`config.mk`:
```
export PLATFORM = sky130hd
export DESIGN_NAME = pipe_stage_reg
export DESIGN_NICKNAME = d
export VERILOG_FILES = /design/src/rtl/npc_pipe_pkg.sv /design/src/rtl/pipe_stage_reg_sat_counter.sv /design/src/rtl/pipe_stage_reg.sv
export SDC_FILE = /design/constraint.sdc
export NUM_CORES = 1
export LEC_CHECK = 0
export CAP_MARGIN = 15
export CORE_MARGIN = 2
export CORE_UTILIZATION = 57
export DETAILED_ROUTE_END_ITERATION = 8
export DONT_BUFFER_PORTS = 1
export PLACE_DENSITY = 0.84
export SLEW_MARGIN = 10
export SYNTH_ARGS = -nofsm -noshare
export SYNTH_HDL_FRONTEND = slang
export SYNTH_HIERARCHICAL = 1
export SYNTH_SLANG_ARGS = --single-unit
```
`constraint.sdc`:
```
create_clock -name clk -period 1.8 [get_ports clk]
set_input_delay 0.18 -clock clk [delete_from_list [all_inputs] [get_ports clk]]
set_output_delay 0.18 -clock clk [all_outputs]
set_load 0.02 [all_outputs]
```
`src/rtl/npc_pipe_pkg.sv`:
```
// npc_pipe_pkg: shared pipeline-stage constants, SKID-mode state encoding, stage payload widths.
// Revision: 1.0
`default_nettype none
package npc_pipe_pkg;

  localparam int PIPE_SKID_OFF = 0;
  localparam int PIPE_SKID_ON  = 1;

  typedef enum logic [1:0] {
    PS_EMPTY = 2'd0,
    PS_ONE   = 2'd1,
    PS_TWO   = 2'd2
  } pipe_state_e;

  typedef struct packed {
    logic [31:0] pc;
    logic [31:0] instr;
  } if_id_t;

  typedef struct packed {
    logic [31:0] pc;
    logic [63:0] rs1_val;
    logic [63:0] rs2_val;
    logic [63:0] imm;
    logic [4:0]  rd;
    logic [7:0]  ctrl;
  } id_ex_t;

  typedef struct packed {
    logic [63:0] alu_res;
    logic [63:0] store_val;
    logic [4:0]  rd;
    logic [3:0]  mem_ctrl;
    logic        wb_en;
  } ex_mem_t;

  typedef struct packed {
    logic [63:0] wb_data;
    logic [4:0]  rd;
    logic        wb_en;
  } mem_wb_t;

  localparam int IF_ID_W  = $bits(if_id_t);
  localparam int ID_EX_W  = $bits(id_ex_t);
  localparam int EX_MEM_W = $bits(ex_mem_t);
  localparam int MEM_WB_W = $bits(mem_wb_t);

endpackage
`default_nettype wire

```
`src/rtl/pipe_stage_reg_sat_counter.sv`:
```
// sat_counter: saturating up-counter with synchronous clear (clear wins over increment).
// Revision: 1.0
`default_nettype none
module sat_counter #(
  parameter int CNT_W = 32
) (
  input  logic             clk,
  input  logic             rst_n,
  input  logic             inc,
  input  logic             clr,
  output logic [CNT_W-1:0] cnt
);

  logic [CNT_W-1:0] cnt_q;

  always_ff @(posedge clk or negedge rst_n) begin
    if (!rst_n) begin
      cnt_q <= '0;
    end else if (clr) begin
      cnt_q <= '0;
    end else if (inc && (cnt_q != {CNT_W{1'b1}})) begin
      cnt_q <= cnt_q + CNT_W'(1);
    end
  end

  assign cnt = cnt_q;

endmodule
`default_nettype wire

```
`src/rtl/pipe_stage_reg.sv`:
```
// pipe_stage_reg: parametrised valid/ready pipeline register with optional two-entry skid mode,
// synchronous flush and a saturating back-pressure counter.  Revision: 1.0
`default_nettype none
module pipe_stage_reg
  import npc_pipe_pkg::*;
#(
  parameter int               WIDTH         = 64,
  parameter int               SKID          = 0,
  parameter logic [WIDTH-1:0] RESET_PAYLOAD = '0,
  parameter int               CNT_W         = 32
) (
  input  logic             clk,
  input  logic             rst_n,
  input  logic             flush,
  input  logic             in_valid,
  output logic             in_ready,
  input  logic [WIDTH-1:0] in_data,
  output logic             out_valid,
  input  logic             out_ready,
  output logic [WIDTH-1:0] out_data,
  input  logic             stall_clr,
  output logic [CNT_W-1:0] stall_cnt
);

  generate
    if (SKID == PIPE_SKID_OFF) begin : g_single
      logic             valid_q;
      logic [WIDTH-1:0] data_q;
      logic             in_fire;

      assign in_ready = !valid_q || out_ready;
      assign in_fire  = in_valid && in_ready;

      always_ff @(posedge clk or negedge rst_n) begin
        if (!rst_n) begin
          valid_q <= 1'b0;
          data_q  <= RESET_PAYLOAD;
        end else if (flush) begin
          valid_q <= 1'b0;
        end else if (in_fire) begin
          valid_q <= 1'b1;
          data_q  <= in_data;
        end else if (out_ready) begin
          valid_q <= 1'b0;
        end
      end

      assign out_valid = valid_q;
      assign out_data  = data_q;
    end else begin : g_skid
      pipe_state_e      state_q;
      logic [WIDTH-1:0] main_q;
      logic [WIDTH-1:0] skid_q;
      logic             rdy_q;
      logic             in_fire;

      assign in_fire = in_valid && rdy_q;

      // rdy_q is loaded with (next state != TWO) in every branch, so in_ready never sees out_ready combinationally.
      always_ff @(posedge clk or negedge rst_n) begin
        if (!rst_n) begin
          state_q <= PS_EMPTY;
          main_q  <= RESET_PAYLOAD;
          skid_q  <= RESET_PAYLOAD;
          rdy_q   <= 1'b1;
        end else if (flush) begin
          state_q <= PS_EMPTY;
          rdy_q   <= 1'b1;
        end else begin
          case (state_q)
            PS_EMPTY: begin
              rdy_q <= 1'b1;
              if (in_fire) begin
                main_q  <= in_data;
                state_q <= PS_ONE;
              end
            end
            PS_ONE: begin
              if (in_fire && out_ready) begin
                main_q <= in_data;
                rdy_q  <= 1'b1;
              end else if (in_fire) begin
                skid_q  <= in_data;
                state_q <= PS_TWO;
                rdy_q   <= 1'b0;
              end else if (out_ready) begin
                state_q <= PS_EMPTY;
                rdy_q   <= 1'b1;
              end
            end
            PS_TWO: begin
              if (out_ready) begin
                main_q  <= skid_q;
                state_q <= PS_ONE;
                rdy_q   <= 1'b1;
              end
            end
            default: begin
              state_q <= PS_EMPTY;
              rdy_q   <= 1'b1;
            end
          endcase
        end
      end

      assign in_ready  = rdy_q;
      assign out_valid = (state_q != PS_EMPTY);
      assign out_data  = main_q;
    end
  endgenerate

  sat_counter #(
    .CNT_W (CNT_W)
  ) u_stall_cnt (
    .clk   (clk),
    .rst_n (rst_n),
    .inc   (out_valid && !out_ready),
    .clr   (stall_clr),
    .cnt   (stall_cnt)
  );

endmodule
`default_nettype wire

```
-- Word-level counts from Yosys, hierarchy flattened
Index checks and enable logic that the tools add are counted.
- memory bits (writable): 0
- latch bits: 0
- word-level logic and storage cells: 20
- memories: 0
- ROM bits: 0
- flip-flop bits (word level): 97
- input bits: 70
- output and inout port bits: 98
- bitwise operators: 1
- shift operators: 0
- add/sub/neg operators: 1
- reductions and logical operators: 9
- eq/ne operators: 1
- divide/modulo/power cells: 0
- mux-type cells: 5
- order comparisons: 0
- multipliers: 0
- operators by type and width (cell ; count):
    32-bit two-way mux ; 2
    32-bit by 1-bit adder with 32-bit output, second input constant ; 1
    32-bit != test, second input constant ; 1
    1-bit logical AND ; 3
    1-bit two-way mux ; 3
    3-bit nonzero test ; 1
    1-bit logical NOT ; 2
    2-bit AND reduction ; 1
    2-bit nonzero test ; 1
    1-bit logical OR ; 1
    1-bit inverter ; 1

-- Depth between registers and ports, before layout
- word-level depth: 5
- depth in mapped cells: 8
- gate-level depth less buffers: 6

-- Cells and area by module
Netlist, hierarchy kept.
- by module, submodules not included (module ; seq. area each (µm²) ; cells an instance ; times used ; area each (µm²)):
    pipe_stage_reg ; 1626.6 ; 141 ; 1 ; 2741.4
    sat_counter ; 800.8 ; 198 ; 1 ; 1854.3

-- Worst setup path before layout
OpenSTA, ideal clock, no wires.
- kind: register to register
- start point: register u_stall_cnt.cnt_q[0], in the netlist u_stall_cnt/cnt[0]
- end point: register u_stall_cnt.cnt_q[3], in the netlist u_stall_cnt/cnt[3]
- clock period less this slack: 2075 ps
- setup time: 125 ps
- setup slack: -275 ps
- data arrival time: 1950 ps
- required time: 1675 ps
- path buffers: 0
- cell stages (with the launch flop): 7
- cells stage by stage: dfrtp_1 -> ha_1 -> nand4_1 -> nor4_2 -> a31oi_4 -> and3_4 -> mux2_4
- cells in the longest elaborated chain, start to end: 3
- elaborated cells on any way between the ends: 6
- those cells by class: add/sub (1); eq/ne (1); mux (2); reduce/logical (2)
- RTL lines (element ; line ; RTL):
    from (decl) ; pipe_stage_reg_sat_counter.sv:14 ; logic [CNT_W-1:0] cnt_q;
    from (signal assigned) ; pipe_stage_reg_sat_counter.sv:22 ; cnt_q <= cnt_q + CNT_W'(1);
    32-bit by 1-bit adder with 32-bit output / 32-bit != test (equally long branches) ; pipe_stage_reg_sat_counter.sv:22, pipe_stage_reg_sat_counter.sv:21 ;
    32-bit two-way mux / 1-bit logical AND (equally long branches) ; pipe_stage_reg_sat_counter.sv:21 ; end else if (inc && (cnt_q != {CNT_W{1'b1}})) begin
    32-bit two-way mux / 2-bit nonzero test (equally long branches) ; - ;
Several ways; a longest one is shown, not always the timed one. The select of a mux whose other input is x is not followed.
A chain may end at the register's enable or synchronous reset.

-- Final worst setup path
- start point: register g_single.valid_q, in the netlist out_valid
- end point: register u_stall_cnt.cnt_q[17], in the netlist u_stall_cnt/cnt[17]
- cells in the longest elaborated chain, start to end: 3
- RTL lines (element ; line ; RTL):
    from (decl) ; pipe_stage_reg.sv:27 ; logic valid_q;
    from (signal assigned) ; pipe_stage_reg.sv:36 ; valid_q <= 1'b0;
    from (signal assigned) ; pipe_stage_reg.sv:39 ; valid_q <= 1'b0;
    from (signal assigned) ; pipe_stage_reg.sv:41 ; valid_q <= 1'b1;
    1-bit logical AND ; pipe_stage_reg.sv:117 ; .inc (out_valid && !out_ready),
    1-bit logical AND ; pipe_stage_reg_sat_counter.sv:21 ;
    2-bit nonzero test (no source line) ; - ;
Every way passes these cells.

==> results by group <==
Final layout
  – Area grow syn2layout: 33.9%
  – Antenna diode count: 0
  – Share of post-route cells with drive strength above 1: 41.9%
  – Filler instances: 430
  – Layout Cells excl Fill: around 580
  – Nets@finish: 541

Synth
  – Sequential fraction of the synthesis area: 52.8%
  – Synth warn: 6
  – Mux contribution to synthesized area: about 22%
  – Post-Synth Simple-Gate Area: 13.0%
  – Syn_area_per_cell: 13.6 um^2
  – Post-synth top area cell: dfrtp_1
  – Count of cell types in the netlist: 46
  – Fraction of registers with async set/reset: 100%
  – Post-Syn Area: 4600 um^2
  – Top-area cell type share of the netlist area: between 50 and 60%
  – Post-synth EDFFs: 0
  – Mapped Cells: approximately 340
  – Post-synthesis compound-gate area fraction: 4.82%
  – Largest family of logic cells by synthesized area: multiplexers
  – Ys flop type: dfrtp_1
  – Xor/xnor cell area share of the yosys netlist: 2.48%
  – Post-synth net total: 410
  – Adder-cell share of the synthesized area: less than 1%
  – Register bit total from synthesis: 97
  – Synth area leaders: dfrtp_1 (53%), mux2_4 (20%), buf_12 (2.6%), nor2_1 (2.3%), mux2_2 (2.2%)

Power
  – Switching power share of the total: 31.1%
  – Combinational share of power: 13.6%
  – Leakage: ~2.8 nW
  – Max IR drop VDD: 0.488 mV
  – P per Cell Area: 820 nW/um^2
  – Clk pwr share: 27.7%
  – Final Power: between 5 and 6 mW
  – Psw: 1.57 mW
  – Reg power frac: 58.7%
  – Int Power: roughly 3.5 mW

Worst setup path
  – Crit-path cells: nor2b_4 > and3_4 > nand4_1 > a21o_4 > buf_4 > or3_1 > a21oi_1
  – Critical path depth in cells: 7
  – Reg2reg end: u_stall_cnt/cnt[17]$_DFFE_PN0P_
  – Worst R2R Start: out_valid$_DFFE_PN0P_
  – Path type of the worst setup path: reg2reg
  – Setup crit end kind: flip-flop
  – Crit-path max FO: 10
  – Startpoint Class: flip-flop
  – Worst path buffer plus inverter count: 1
  – R2R depth: 7
  – CP delay by family, top: simple AND/OR/NAND/NOR gates
  – Setup slack, reg-to-reg: -0.05 ns
  – Arrival time at the worst endpoint: approximately 2.1 ns
  – CP required: a little over 2 ns
  – Slowest CP cell: dfrtp_2
  – Max incr delay on CP: 0.37 ns

Clock network
  – Worst-Skew Late Latency: ~0.36 ns
  – CTS Sinks: 97
  – Htree depth: 3
  – Root Driver: clkbuf_8
  – CTS clk-pin slew, worst paths: 0.10 ns
  – Clock buffer depth: 2
  – Post-CTS Hold Buffers: 67
  – Total CTS buffers: 9
  – CTS tree: done

Timing
  – Setup skew after layout: 0.0125 ns
  – Maximum clock frequency: about 540 MHz
  – Setup_tns: -0.289 ns
  – Period utilization: 103%
  – Hold Slack: -0.497 ns
  – Final Hold Fails: 97
  – Slack of the critical path: -0.0549 ns
  – Final setup fails: 10
  – Worst slew margin: 29.5%
  – Fin crit period: between 1.5 and 2 ns
  – Worst-Margin Slew: 1.05 ns
  – RSZ-0062 raised after global routing: yes
  – Slew Viols, Final: 0

Floorplan
  – Die Wd: 93.8 um
  – Core ar.: 7770 um^2
  – Initial Util: 59.2%
  – Die ar.: 8800 um^2
  – I/O pin cnt: 168
  – Placement row count: 32
  – Die Y: 93.8 um

Flow run
  – Max Cap Viol: 0

GRT
  – Initial antenna violation count: 0
  – All-layer global routing usage: about 28%
  – Total gr overflow: 0
  – Largest net degree at the start of global routing: 98
  – Global-route wire length before repair: 18800 um
  – Vias in the first global route: 3465

Routing
  – Vias per inst: 5.80
  – DRT iter0 DRCs: ~170
  – Total number of vias: between 3000 and 4000
  – WL final: about 13000 um
  – DR WL/cell: roughly 22 um
  – Met3 wire len: 1090 um
  – DR DRC count: 0
  – DRT antenna net count: 0
  – Max Used Layer: met4
  – Detailed Routing Iterations Pass 1: 4
  – Routed length on met2: approximately 6700 um
  – Metal-1 WL: 4970 um

Place
  – Post-DP HPWL: 7380 um
  – Gpl congestion: slightly above 0.8
  – I/O Buffers: 0
  – Cells after DPL: 484

Hold path
  – Hold/Removal Path Class: in2async

Status
  – Violated checks: hold timing, setup timing
  – Status: finished with violations
[final cells by class]
type / instances / area, um^2 / share of cell area, %
sequential: 97 / 2450 / 39.7
clock buffer: 10 / 138 / 2.24
inverter: 8 / 30.0 / 0.488
multi-input combinational: 220 / 2130 / 34.6
clock inverter: 6 / 60.1 / 0.976
tap: 102 / 128 / 2.07
timing repair buffer: 134 / 1220 / 19.9
[cells in the final DEF, fill, tap and decap left out, types with 3 or more instances in the layout]
| master | count |
|---|---|
| dfrtp_1 | 82 |
| dlygate4sd3_1 | 67 |
| buf_4 | 62 |
| mux2_4 | 61 |
| nor2_1 | 27 |
| dfrtp_2 | 15 |
| nand2_1 | 11 |
| clkbuf_8 | 10 |
| nand3_1 | 10 |
| xnor2_1 | 10 |
| mux2_2 | 9 |
| a21oi_1 | 9 |
| inv_1 | 8 |
| nor2b_1 | 6 |
| nand4_1 | 6 |
| and3_1 | 6 |
| nor4_4 | 5 |
| nor3_1 | 4 |
| o21ai_0 | 4 |
| or3_1 | 4 |
| clkinv_4 | 3 |
| inv_8 | 3 |
| nand3_2 | 3 |
| and2_1 | 3 |
| a211oi_2 | 3 |
| xor2_1 | 3 |
| o31ai_2 | 3 |
| or4_1 | 3 |
[timing repair]
item / CTS / global route
gates cloned: 0 / 2
setup buffers: 6 / 2
pin swaps: 4 / 6
endpoints found under the setup margin: 14 / 65
endpoints found under the hold margin: 186 / 97
gates resized for setup: 8 / 15
[per-layer routing]
layer  GRT usage [%]  up-vias
met3            8.43       19
met1            33.7     1696
met5               0        -
li1                -     1471
met2            49.7      162
met4            7.49        0
[cell families after synthesis]
logic type                 after synthesis
buffers and inverters                   22
AOI/OAI and AO/OA                       32
adders and majority gates                1
and+or+nand+nor                        103
DFF                                     97
xor gates and xnor gates                13
muxes                                   71
[cells in the mapped netlist, types with 2 or more instances]
master / n
o21ai_0: 4
inv_1: 8
nor4_2: 2
nor2b_1: 6
dfrtp_1: 97
and3_1: 7
a31o_2: 2
or4_1: 3
buf_2: 2
nor3_1: 4
nor4_1: 4
and2_1: 3
clkbuf_1: 4
nor2_1: 28
buf_12: 6
nand2_1: 11
a21oi_1: 11
nand2b_1: 2
a21o_1: 3
nand4_1: 6
mux2_2: 9
a211oi_1: 5
xnor2_1: 10
xor2_1: 3
or3_1: 5
o31ai_1: 3
mux2_4: 61
nand3_1: 12
[metrics by stage]
stage          setup slack, ns  hold WS, ns  util, %  cell area, um^2
2_1_floorplan          -0.0846       -0.116        -             4680
3_3_place_gp           -0.0237       -0.112     65.5             5090
3_5_place_dp           -0.0911       -0.112     65.5             5090
4_1_cts                -0.0128       -0.512     77.8             6040
5_1_grt                 -0.129       -0.531     79.2             6150
6_report               -0.0549       -0.497     79.2             6150
[power groups by stage]
stage | Clock (mW) | Combinational [mW] | Sequential [mW]
4_1_cts | 1.42 | 0.644 | 2.94
2_1_floorplan | 0 | 0.470 | 2.91
3_3_place_gp | 0 | 0.489 | 2.96
3_5_place_dp | 0 | 0.505 | 2.98
5_1_grt | 1.53 | 0.720 | 2.98
6_report | 1.40 | 0.684 | 2.96
[sequential cells by signal, indices dropped and copies added (netlist names)]
signal	flops
out_data	64
u_stall_cnt/cnt	32
out_valid	1
[worst max path at each step]
| stage | start | to | slack [ns] |
|---|---|---|---|
| after floorplan | u_stall_cnt/cnt[0]$_DFFE_PN0P_ | u_stall_cnt/cnt[3]$_DFFE_PN0P_ | -0.08 |
| after global placement | u_stall_cnt/cnt[1]$_DFFE_PN0P_ | u_stall_cnt/cnt[17]$_DFFE_PN0P_ | -0.02 |
| after detailed placement | u_stall_cnt/cnt[1]$_DFFE_PN0P_ | u_stall_cnt/cnt[15]$_DFFE_PN0P_ | -0.09 |
| after CTS | u_stall_cnt/cnt[19]$_DFFE_PN0P_ | u_stall_cnt/cnt[3]$_DFFE_PN0P_ | -0.01 |
| after global routing | out_valid$_DFFE_PN0P_ | u_stall_cnt/cnt[25]$_DFFE_PN0P_ | -0.13 |
| final | out_valid$_DFFE_PN0P_ | u_stall_cnt/cnt[17]$_DFFE_PN0P_ | -0.05 |
Note: power is estimated with default switching activity, not from simulation.
